$ cat config.mk
export PLATFORM = sky130hd
export DESIGN_NAME = fetch_if_id_stage
export DESIGN_NICKNAME = d
export VERILOG_FILES = /design/src/rtl/fetch_if_id_stage.sv
export SDC_FILE = /design/constraint.sdc
export NUM_CORES = 1
export LEC_CHECK = 0
export ABC_CLOCK_PERIOD_IN_PS = 5600
export BUFFER_PORTS_ARGS = -buffer_cell sky130_fd_sc_hd__buf_2
export CAP_MARGIN = 20
export CORE_UTILIZATION = 57
export DETAILED_ROUTE_END_ITERATION = 10
export GPL_TIMING_DRIVEN = 0
export PLACE_DENSITY = 0.8
export SYNTH_ARGS = -nofsm -noshare
export SYNTH_HDL_FRONTEND = slang
export SYNTH_SLANG_ARGS = --single-unit
$ cat constraint.sdc
create_clock -name clk -period 5.6 [get_ports clk]
set_input_delay 0 -clock clk [delete_from_list [all_inputs] [get_ports clk]]
set_output_delay 0 -clock clk [all_outputs]
set_load 0.05 [all_outputs]
$ cat src/rtl/fetch_if_id_stage.sv
// Instruction-fetch stage and IF/ID pipeline register for the RV32I pipeline.
// Issues in-order imem requests, buffers responses, and feeds decode.
module fetch_if_id_stage #(
  parameter int unsigned            ADDR_WIDTH      = 32,
  parameter int unsigned            INST_WIDTH      = 32,
  parameter logic [ADDR_WIDTH-1:0]  RESET_PC        = 32'h0000_0000,
  parameter int unsigned            MAX_OUTSTANDING = 2,
  parameter int unsigned            FIFO_DEPTH      = 2
) (
  input  logic                  clk,
  input  logic                  rst,
  input  logic                  Stall_D,
  input  logic                  Flush_D,
  input  logic                  PCSrc_E,
  input  logic [ADDR_WIDTH-1:0] PCTarget_E,
  output logic                  imem_req_valid,
  input  logic                  imem_req_ready,
  output logic [ADDR_WIDTH-1:0] imem_req_addr,
  input  logic                  imem_rsp_valid,
  input  logic [INST_WIDTH-1:0] imem_rsp_data,
  output logic [INST_WIDTH-1:0] Instruction_D,
  output logic [ADDR_WIDTH-1:0] PC_D,
  output logic [ADDR_WIDTH-1:0] PCPlus4_D,
  output logic                  Valid_D
);

  localparam int unsigned CW = $clog2(MAX_OUTSTANDING + FIFO_DEPTH + 1);
  localparam int unsigned PW = (FIFO_DEPTH > 1) ? $clog2(FIFO_DEPTH) : 1;
  localparam logic [INST_WIDTH-1:0] NOP  = INST_WIDTH'(32'h0000_0013);
  localparam logic [ADDR_WIDTH-1:0] FOUR = ADDR_WIDTH'(4);

  logic [ADDR_WIDTH-1:0] pc_f;
  logic [ADDR_WIDTH-1:0] rsp_pc;
  logic [CW-1:0]         outstanding;
  logic [CW-1:0]         drop_count;
  logic [CW-1:0]         fifo_count;
  logic [PW-1:0]         rd_ptr;
  logic [PW-1:0]         wr_ptr;
  logic [ADDR_WIDTH-1:0] fifo_pc   [FIFO_DEPTH];
  logic [INST_WIDTH-1:0] fifo_inst [FIFO_DEPTH];

  logic credit_ok;
  logic accept;
  logic push;
  logic pop;
  logic fifo_nonempty;

  function automatic logic [PW-1:0] ptr_next(input logic [PW-1:0] p);
    return (p == PW'(FIFO_DEPTH - 1)) ? '0 : p + 1'b1;
  endfunction

  always_comb begin
    fifo_nonempty  = (fifo_count != '0);
    credit_ok      = ((outstanding + fifo_count) < CW'(FIFO_DEPTH)) &&
                     (outstanding < CW'(MAX_OUTSTANDING));
    imem_req_valid = !rst && !PCSrc_E && credit_ok;
    accept         = imem_req_valid && imem_req_ready;
    push           = imem_rsp_valid && (drop_count == '0) && !PCSrc_E;
    pop            = !PCSrc_E && !Flush_D && !Stall_D && fifo_nonempty;
  end

  assign imem_req_addr = pc_f;

  always_ff @(posedge clk) begin
    if (rst) begin
      pc_f        <= RESET_PC;
      rsp_pc      <= RESET_PC;
      outstanding <= '0;
      drop_count  <= '0;
      fifo_count  <= '0;
      rd_ptr      <= '0;
      wr_ptr      <= '0;
    end else begin
      outstanding <= outstanding + CW'(accept) - CW'(imem_rsp_valid);
      if (PCSrc_E) begin
        pc_f       <= PCTarget_E;
        rsp_pc     <= PCTarget_E;
        fifo_count <= '0;
        rd_ptr     <= '0;
        wr_ptr     <= '0;
        // Every request still in flight after a redirect is stale; this equals
        // drop_count + outstanding - rsp when nothing was already marked for dropping.
        drop_count <= outstanding - CW'(imem_rsp_valid);
      end else begin
        if (accept)
          pc_f <= pc_f + FOUR;
        if (imem_rsp_valid && (drop_count != '0))
          drop_count <= drop_count - 1'b1;
        if (push) begin
          wr_ptr <= ptr_next(wr_ptr);
          rsp_pc <= rsp_pc + FOUR;
        end
        if (pop)
          rd_ptr <= ptr_next(rd_ptr);
        fifo_count <= fifo_count + CW'(push) - CW'(pop);
      end
    end
  end

  always_ff @(posedge clk) begin
    if (!rst && push) begin
      fifo_pc[wr_ptr]   <= rsp_pc;
      fifo_inst[wr_ptr] <= imem_rsp_data;
    end
  end

  always_ff @(posedge clk) begin
    if (rst) begin
      Instruction_D <= NOP;
      PC_D          <= '0;
      PCPlus4_D     <= '0;
      Valid_D       <= 1'b0;
    end else if (PCSrc_E || Flush_D) begin
      Instruction_D <= NOP;
      Valid_D       <= 1'b0;
    end else if (Stall_D) begin
      Instruction_D <= Instruction_D;
      Valid_D       <= Valid_D;
    end else if (fifo_nonempty) begin
      Instruction_D <= fifo_inst[rd_ptr];
      PC_D          <= fifo_pc[rd_ptr];
      PCPlus4_D     <= fifo_pc[rd_ptr] + FOUR;
      Valid_D       <= 1'b1;
    end else begin
      Instruction_D <= NOP;
      Valid_D       <= 1'b0;
    end
  end

endmodule

# Word-level counts from Yosys, hierarchy flattened
# Memory sizes are Yosys's and may differ from the RTL's. A register that Yosys moved wholly into a read port is not among the register bits.
# Index checks and enable logic that the tools add are counted.
[totals] reg_bits=172 ram_bits=128 input_bits=71 word_cells=70 output_inout_bits=130 n_memories=2
[mem_list] name="fifo_inst" words=2 width=32 read_ports=1 rd_ports_with_merged_regs=1 write_ports=1 line="40" rtl="logic [INST_WIDTH-1:0] fifo_inst [FIFO_DEPTH];"
[mem_list] name="fifo_pc" words=2 width=32 read_ports=1 rd_ports_with_merged_regs=1 write_ports=1 line="39" rtl="logic [ADDR_WIDTH-1:0] fifo_pc [FIFO_DEPTH];"
[classes] reduce_logical=25 bitwise_logic=2 n_mux=16 add_sub_neg=12 magnitude_cmp=2
[op_table] op="$mux 32" count=5
[op_table] op="$add 32x3->32 const B" count=3
[op_table] op="$logic_and 1x1->1" count=11
[op_table] op="$mux 1" count=9
[op_table] op="$sub 3x1->3" count=3
[op_table] op="$add 3x1->3" count=2
[op_table] op="$lt 3x2->1 const B" count=2
[op_table] op="$mux 3" count=2
[op_table] op="$reduce_bool 2->1" count=3
[op_table] op="$reduce_bool 3->1" count=2
[op_table] op="$logic_not 1->1" count=4
[op_table] op="$reduce_or 2->1" count=2
[op_table] op="$add 3x3->3" count=1
[op_table] op="$logic_not 3->1" count=1
[op_table] op="$reduce_and 3->1" count=1
[op_table] op="$sub 3x1->3 const B" count=1
[op_table] op="$add 1x1->1 const B" count=2
[op_table] op="$not 1->1" count=2
[op_table] op="$logic_or 1x1->1" count=1

# Depth between registers and ports, before layout
# Gate-level depths: netlist (run 1).
[depth] depth_word=7 mapped_depth=13 mapped_depth_nobuf=11

# Least setup slack after synthesis (run 1)
# No wires, ideal clock.
[synth_timing] path_kind="reg-to-reg" startpoint="register drop_count[0]" endpoint="memory fifo_inst[0][0], enable pin" required_ns=5.114 arrival_time_ns=3.737 stages_incl_launch_ff=7 setup_ns=0.486 slack_ns=1.377 n_path_buf=1 synth_period_minus_slack_ns=4.223 cell_sequence="dfxtp_1 > inv_1 > ha_1 > and3b_1 > clkbuf_1 > nand2_1 > nor2_1"
[synth_via] elab_chain_cells=6
[synth_lines] element="from (decl)" line="35" rtl="logic [CW-1:0] drop_count;"
[synth_lines] element="from (signal assigned)" line="83" rtl="drop_count <= outstanding - CW'(imem_rsp_valid);"
[synth_lines] element="from (signal assigned)" line="88" rtl="drop_count <= drop_count - 1'b1;"
[synth_lines] element="$logic_not 3->1" line="58" rtl="push = imem_rsp_valid && (drop_count == '0) && !PCSrc_E;"
[synth_lines] element="$logic_and 1x1->1 (2 in a row)" line="58"
[synth_lines] element="$logic_and 1x1->1" line="101" rtl="if (!rst && push) begin"
[synth_lines] element="$mux 1" line="101"
[synth_lines] element="$mux 1 (not written as such)" line="103" rtl="fifo_inst[wr_ptr] <= imem_rsp_data;"
[synth_lines] element="to (decl)" line="40"
# No other way between the ends.

==> impl_metrics.tcl, run 1 <==
set metrics [dict create \
    synthMuxAreaShare_pct 5.55 \
    synth_top_family_by_area "simple AND/OR/NAND/NOR gates" \
    postCtsSetupBuffers 0 \
    placedCellCount 1694 \
    core_sq_um 22000 \
    final_common_cell "buf_2" \
    synth_seq_cells 299 \
    grt_use_met2_pct 50.3 \
    yosysSeqAreaShare_pct 56.5 \
    clk_pin_slew_worst_paths_ns 0.06 \
    finalHoldViolCount 0 \
    clock_tree.buffer_depth 3 \
    postSynthCellCount 1212 \
    vias 11058 \
    tightestPinTransition_ns 0.919 \
    min_path_type "input pin to flip-flop" \
    slew_violations 0 \
    final_cell_mix "211 x buf_2, 171 x dfxtp_1, 132 x nor2_1, 128 x edfxtp_1, 79 x nand2_1" \
    row_count 54 \
    yosys.area_share.xor_xnor_pct 3.73 \
    grt_busiest_layer "met2" \
    drt_pass1_iterations 8 \
    antenna_cells 0 \
    post-route-util_pct 72.5 \
    cts_tree "yes" \
    path_class "flip-flop to flip-flop" \
    die_y_um 152 \
    synth_compound_area_share_pct 12.6 \
    gp_congestion 0.937 \
    synth-adder-area-share_pct 1.63 \
    final.period_utilization_pct 71.8 \
    cp-start-kind "flip-flop" \
    globalRouteMet1Util_pct 40.9 \
    powerDensity_nw_per_um2 306 \
    crit_arrival_ns 4.47 \
    antenna_found_initial 0 \
    ys_types 60 \
    setup_viol 0 \
    fmax_ghz 0.249 \
    htree_levels 1 \
    synthArstFlopShare_pct 0 \
    synthesis.nets 1298 \
    dp_hpwl_mm 25.0 \
    synth_area_sq_um 12900 \
    synth_edf_count 128 \
    timing.max_cap.violations 0 \
    p_leak_nw 5.71 \
    yosys_warnings 0 \
    grt_util_all_layers_pct 30.5 \
    final_area_sq_um 15900 \
    period_minus_slack_ns 4.02 \
    seq_area_sq_um 7270 \
    fin_nets 1600 \
    end_kind "flip-flop" \
    skew_ns 0.00837 \
    drtIter0Drc 1029 \
    cts_buffers 30 \
    die-area_sq_um 23200 \
    viasPerCell 6.08 \
    crit_fanout 10 \
    grt_pass1_vias 10523 \
    io_buffers 200 \
    io-pin-count 201 \
    die_w_um 152 \
    synth_area_per_cell_sq_um 10.6 \
    fillers 1558 \
    critPathRequiredTime_ns 6.05 \
    wl_per_cell_um 19.8 \
    ant_nets 0 \
    yosys.area_share.simple_pct 16.7 \
    drive_gt1_share_pct 18.1 \
    ys.flop_type "dfxtp_1" \
    area_delta_synth_final_pct 23.8 \
    initial_utilization_pct 58.6 \
    maxSlewHeadroom_pct 38.7 \
    met3_usage_pct 4.27 \
    grt_max_degree 65 \
    cts-root-buf "clkbuf_16" \
    status "complete, but fails checks" \
    drc_errors 13 \
    dpl_cell_area_sq_um 14300 \
    multi_input_area_sq_um 5190 \
    peakVddDrop_mv 0.213 \
    grt_overflow 0 \
    clock_latency_ns 0.56 \
    power.total_mw 4.87 \
    violations "design-rule violations" \
    rsz0062_at_grt "no" \
    grt_pass1_wl_mm 56.3 \
    layout.cells.non_filler 1818 \
    cts.sink_count 299 \
    wirelength_mm 36.1 \
]
## cells by family (layout without fill, tap and decap cells)
logic type | count (synthesis) | count (layout)
adder cells (fa/ha/maj) | 15 | 15
AO/OA/AOI/OAI | 237 | 237
multiplexers | 70 | 70
buffers and inverters | 103 | 429
AND/OR/NAND/NOR | 435 | 435
flip-flops | 299 | 299
XOR/XNOR | 53 | 53
## metrics by stage
stage	TNS, ns	hold WS (ns)	setup slack, ns
floorplan	0	0.0989	1.38
global placement	-7.57	0.189	-0.122
detailed placement	0	0.192	1.67
CTS	0	0.0425	1.64
global route	0	0.0717	1.39
finish	0	0.0530	1.58
## synthesized netlist by cell type (4+ instances only)
master	n	share of area, %
dfxtp_1	171	27
nor2_1	133	3.9
edfxtp_1	128	30
nand2_1	79	2.3
a21oi_1	66	2.6
mux2i_1	59	4.6
nand3_1	57	2.2
clkbuf_1	52	1.5
a211oi_1	42	2.5
xnor2_1	40	2.7
nand4_1	35	1.7
nor3_1	31	1.2
nor4_1	27	1.3
inv_1	26	0.76
a21boi_0	25	1.5
o21a_1	16	0.93
and3_1	14	0.68
ha_1	12	1.2
o21ai_0	12	0.47
xor2_1	12	0.82
a31oi_1	11	0.54
buf_2	11	0.43
mux2_2	11	0.96
buf_1	10	0.29
nand3b_1	10	0.58
o311ai_0	10	0.68
or4_1	10	0.58
and4_1	9	0.61
o31a_1	8	0.54
and2_1	7	0.34
o22ai_1	6	0.29
o31ai_1	6	0.35
or3_1	6	0.29
a22oi_1	5	0.29
a32o_1	5	0.39
o211ai_1	5	0.29
nand4b_1	4	0.27
## where the power goes
part,switching (mW),internal (mW)
Sequential,0.0697,2.35
Clock,0.848,1.14
Combinational,0.289,0.177
Total,1.21,3.67
## layout make-up
type | count | share of cell area, %
flip-flops and latches | 299 | 45.7
multi-input cells | 810 | 32.6
repair buffers | 270 | 10.9
clock buffers | 43 | 5.35
well taps | 280 | 2.20
plain buffers | 76 | 1.95
clock inverters | 13 | 0.707
inverters | 27 | 0.652
## registers in the layout (all words and copies together), names as in the netlist, named ones only
signal and count:
fifo_inst 64, imem_req_addr 32, Valid_D 1, rd_ptr 1
rsp_pc 32, fifo_pc 64, fifo_count 3, PCPlus4_D 30
Instruction_D 32, wr_ptr 1, drop_count 3, PC_D 32
outstanding 3
## worst max-delay path, cell delays in order, from the launching register on
cell and delay (ns):
dfxtp_1 0.32, buf_2 0.19, buf_2 0.28, buf_2 0.31, buf_1 0.64, mux2_2 0.33, ha_1 0.24, nand4b_1 0.19
a21oi_1 0.28, nand4_1 0.30, or4_1 0.57, a32o_1 0.25
## routing by layer
metal	vias up	part of all wire [%]
met3	100	8.4
met1	5250	42
li1	5124	-
met2	584	47
met4	0	3.3
met5	-	0
## timing repair
item,4_1_cts,5_1_grt
resized for setup,0,0
hold endpoints to repair,135,0
hold buffers,68,0
## final timing paths
kind                                   start             to  slack, ns  cells past startpoint
worst max register to register     flip-flop  PCPlus4_D[26]       1.58                     11
worst max-delay path               flip-flop  PCPlus4_D[26]       1.58                     11
worst min-delay path                 PCSrc_E  drop_count[1]       0.05                      4
worst min register to register  PCPlus4_D[4]   PCPlus4_D[4]       0.46                      2
No activity file was read; power rests on OpenSTA's default activity.
==> inputs of run 2 (changes only) <==
ABC_AREA = 1   (was not set)
ABC_CLOCK_PERIOD_IN_PS = 4100   (was 5600)
CORE_UTILIZATION = 58   (was 57)
PLACE_DENSITY = 0.81   (was 0.8)
clock period = 4.1 ns   (was 5.6 ns; I/O delays follow)
==> run 2 against run 1 <==
The run now ends clean. Routed wire length up 20%. Synthesized cell count up 48%. Global-route usage up 4.9 points. First-iteration DRC count up 19%. Non-clock buffer count up 4. Critical path depth up 2. Hold slack worse by 0.0011 ns. Sequential share of layout area down 3.5 points. Register-to-register slack worse by 0.46 ns. Combinational power up 67%. Largest cell class unchanged. Largest power group unchanged.
==> impl_metrics.tcl, run 2 <==
set metrics [dict create \
    max_stage_delay_ns 0.40 \
    finalHoldViolCount 0 \
    grt_overflow 0 \
    drc_errors 0 \
    final_area_sq_um 17200 \
    setup_viol 0 \
    yosys_warnings 0 \
    reg2reg_from "drop_count[0]" \
    cts-root-buf "clkbuf_16" \
    synthTopCellsByArea "edfxtp_1 28%, dfxtp_1 25%, nand2_1 16%" \
    cp-start-kind "flip-flop" \
    ys_types 39 \
    ys.flop_type "dfxtp_1" \
    min_path_type "input pin to flip-flop" \
    drtIter0Drc 1225 \
    cts-resized-gates 0 \
    fmax_ghz 0.336 \
    peakVddDrop_mv 0.339 \
    synth_area_sq_um 13900 \
    postCtsSetupBuffers 0 \
    period_minus_slack_ns 2.98 \
    clock_tree.buffer_depth 3 \
    powerDensity_nw_per_um2 415 \
    postCtsHoldBufs 68 \
    io_buffers 199 \
    cts_buffers 31 \
    placedCellCount 2321 \
    skew_ns 0.0280 \
    wirelength_mm 43.2 \
    ff2ff_path_depth 13 \
    slew_violations 0 \
    cp_top_family "adder cells" \
    synth_common_cells "593 x nand2_1, 214 x nor2_1, 171 x dfxtp_1" \
    clk_pin_slew_worst_paths_ns 0.06 \
    rsz0062_at_grt "no" \
    synth_area_per_cell_sq_um 7.77 \
    cts_tree "yes" \
    grt_util_all_layers_pct 35.4 \
    layout.cells.non_filler 2449 \
    synth_edf_count 128 \
    fin_nets 2189 \
    row_count 56 \
    dpl_cell_area_sq_um 15500 \
    reg_top3 "fifo_inst x64, fifo_pc x64" \
    dp_hpwl_mm 31.0 \
    die_y_um 157 \
    die_w_um 157 \
    die-area_sq_um 24600 \
    synthArstFlopShare_pct 0 \
    path_class "flip-flop to flip-flop" \
    drive_gt1_share_pct 15.6 \
    hold_end "drop_count[2]" \
    crit_fanout 10 \
    slowest_stage "fa_1" \
    grt_max_degree 16 \
    path_buf_inv 4 \
    final_common_cell "nand2_1" \
    io-pin-count 201 \
    synth.largest_area_cell "edfxtp_1" \
    rrSetupSlack_ns 1.12 \
    synth_top_cell_area_share_pct 27.6 \
    drt_pass1_iterations 5 \
    ant_nets 0 \
    timing.max_cap.violations 0 \
    crit_arrival_ns 3.48 \
    r2r-end "fifo_count[2]" \
    initial_utilization_pct 59.3 \
    cp.depth 13 \
    p_leak_nw 7.57 \
    synth_seq_cells 299 \
    area_delta_synth_final_pct 24.0 \
    clock_latency_ns 0.58 \
    maxSlewHeadroom_pct 32.7 \
    synth_most_common_cell "nand2_1" \
    grt_pass1_vias 12596 \
    critPathRequiredTime_ns 4.60 \
    tightestPinTransition_ns 1.01 \
    final_cell_mix "593 x nand2_1, 216 x buf_2, 214 x nor2_1, 171 x dfxtp_1, 166 x inv_1" \
    wl_per_cell_um 17.6 \
    end_kind "flip-flop" \
    gp_congestion 1.01 \
    viasPerCell 5.53 \
    hold_path_depth 7 \
    yosysSeqAreaShare_pct 52.2 \
    status "completed" \
    hp-start "imem_rsp_valid" \
    synthesis.nets 1876 \
    postSynthCellCount 1790 \
    grt_pass1_wl_mm 66.6 \
    htree_levels 1 \
    core_sq_um 23500 \
    final.period_utilization_pct 72.6 \
    path_cells "inv_1 -> ha_1 -> nand3_1 -> clkbuf_1 -> nor2_1 -> inv_1 -> ha_1 -> inv_1 -> ha_1 -> fa_1 -> xor2_1 -> o21ai_0 -> a21oi_1" \
    vias 13542 \
    antenna_found_initial 2 \
    cts.sink_count 299 \
]
## run 2: cell count changes after synthesis, moves of 15 or more
cell | previous run | this run
o21a_1 | 16 | 1
nor4_1 | 27 | 0
xnor2_1 | 40 | 2
a211oi_1 | 42 | 12
nor2_1 | 133 | 214
a21boi_0 | 25 | 2
a21oi_1 | 66 | 93
clkbuf_1 | 52 | 34
nand2_1 | 79 | 593
inv_1 | 26 | 166
nand3_1 | 57 | 110
o21ai_0 | 12 | 65
nand4_1 | 35 | 14
mux2i_1 | 59 | 0
## run 2: cells by family after synthesis
group / after synthesis / share of synthesized area [%]
AO/OA/AOI/OAI: 206 / 8.10
XOR/XNOR: 15 / 0.945
adder cells (fa/ha/maj): 15 / 1.51
buffers and inverters: 246 / 7.18
flip-flops: 299 / 52.2
AND/OR/NAND/NOR: 1009 / 30.0
## run 2: power by group
part | leakage, nW | internal, mW | switching [mW]
Combinational | 4.48 | 0.247 | 0.532
Clock | 0.530 | 1.82 | 1.22
Sequential | 2.56 | 3.22 | 0.115
## run 2: worst min-delay path: cells and delay by family
kind	cells	cell delay (ns)
AO/OA/AOI/OAI	2	0.22
buffers and inverters	2	0.17
AND/OR/NAND/NOR	3	0.18
## run 2: cell type report
class	count	area, sq um
Clock buffer	42	837
Buffer	70	333
Clock inverter	16	259
Sequential cell	299	7270
Multi-Input combinational cell	1245	5650
Inverter	176	666
Antenna cell	2	5.00
Timing Repair Buffer	280	1820
Fill cell	1793	6230
Tap cell	319	399
## run 2: stage by stage
| stage | total power [mW] | setup slack [ns] | util, % | hold slack, ns | TNS (ns) |
|---|---|---|---|---|---|
| 4_1_cts | 7.12 | 1.16 | 73.4 | 0.00220 | 0 |
| 3_3_place_gp | 4.07 | -4.40 | 65.2 | 0.188 | -562.12 |
| 2_1_floorplan | 3.83 | -1.65 | - | 0.0989 | -211.11 |
| 5_1_grt | 7.35 | 0.819 | 73.5 | 0.0559 | 0 |
| 3_5_place_dp | 4.10 | 1.17 | 65.9 | 0.192 | 0 |
| 6_report | 7.16 | 1.12 | 73.5 | 0.0519 | 0 |
## run 2: worst max path at each step
stage	start	endpoint	slack, ns
4_1_cts	drop_count[0]	fifo_count[2]	1.16
2_1_floorplan	drop_count[0]	fifo_inst[0][0]	-1.65
5_1_grt	drop_count[0]	fifo_count[2]	0.82
3_5_place_dp	drop_count[0]	fifo_count[2]	1.17
6_report	drop_count[0]	fifo_count[2]	1.12
3_3_place_gp	drop_count[0]	fifo_pc[0][19]	-4.40
## run 2: routing by layer
metal / GRT usage [%] / part of all wire [%] / vias up
li1: - / - / 6404
met1: 46.7 / 40 / 6241
met2: 57.4 / 46 / 769
met3: 5.32 / 9.5 / 128
met4: 16.7 / 4.6 / 0
met5: 0 / 0 / -
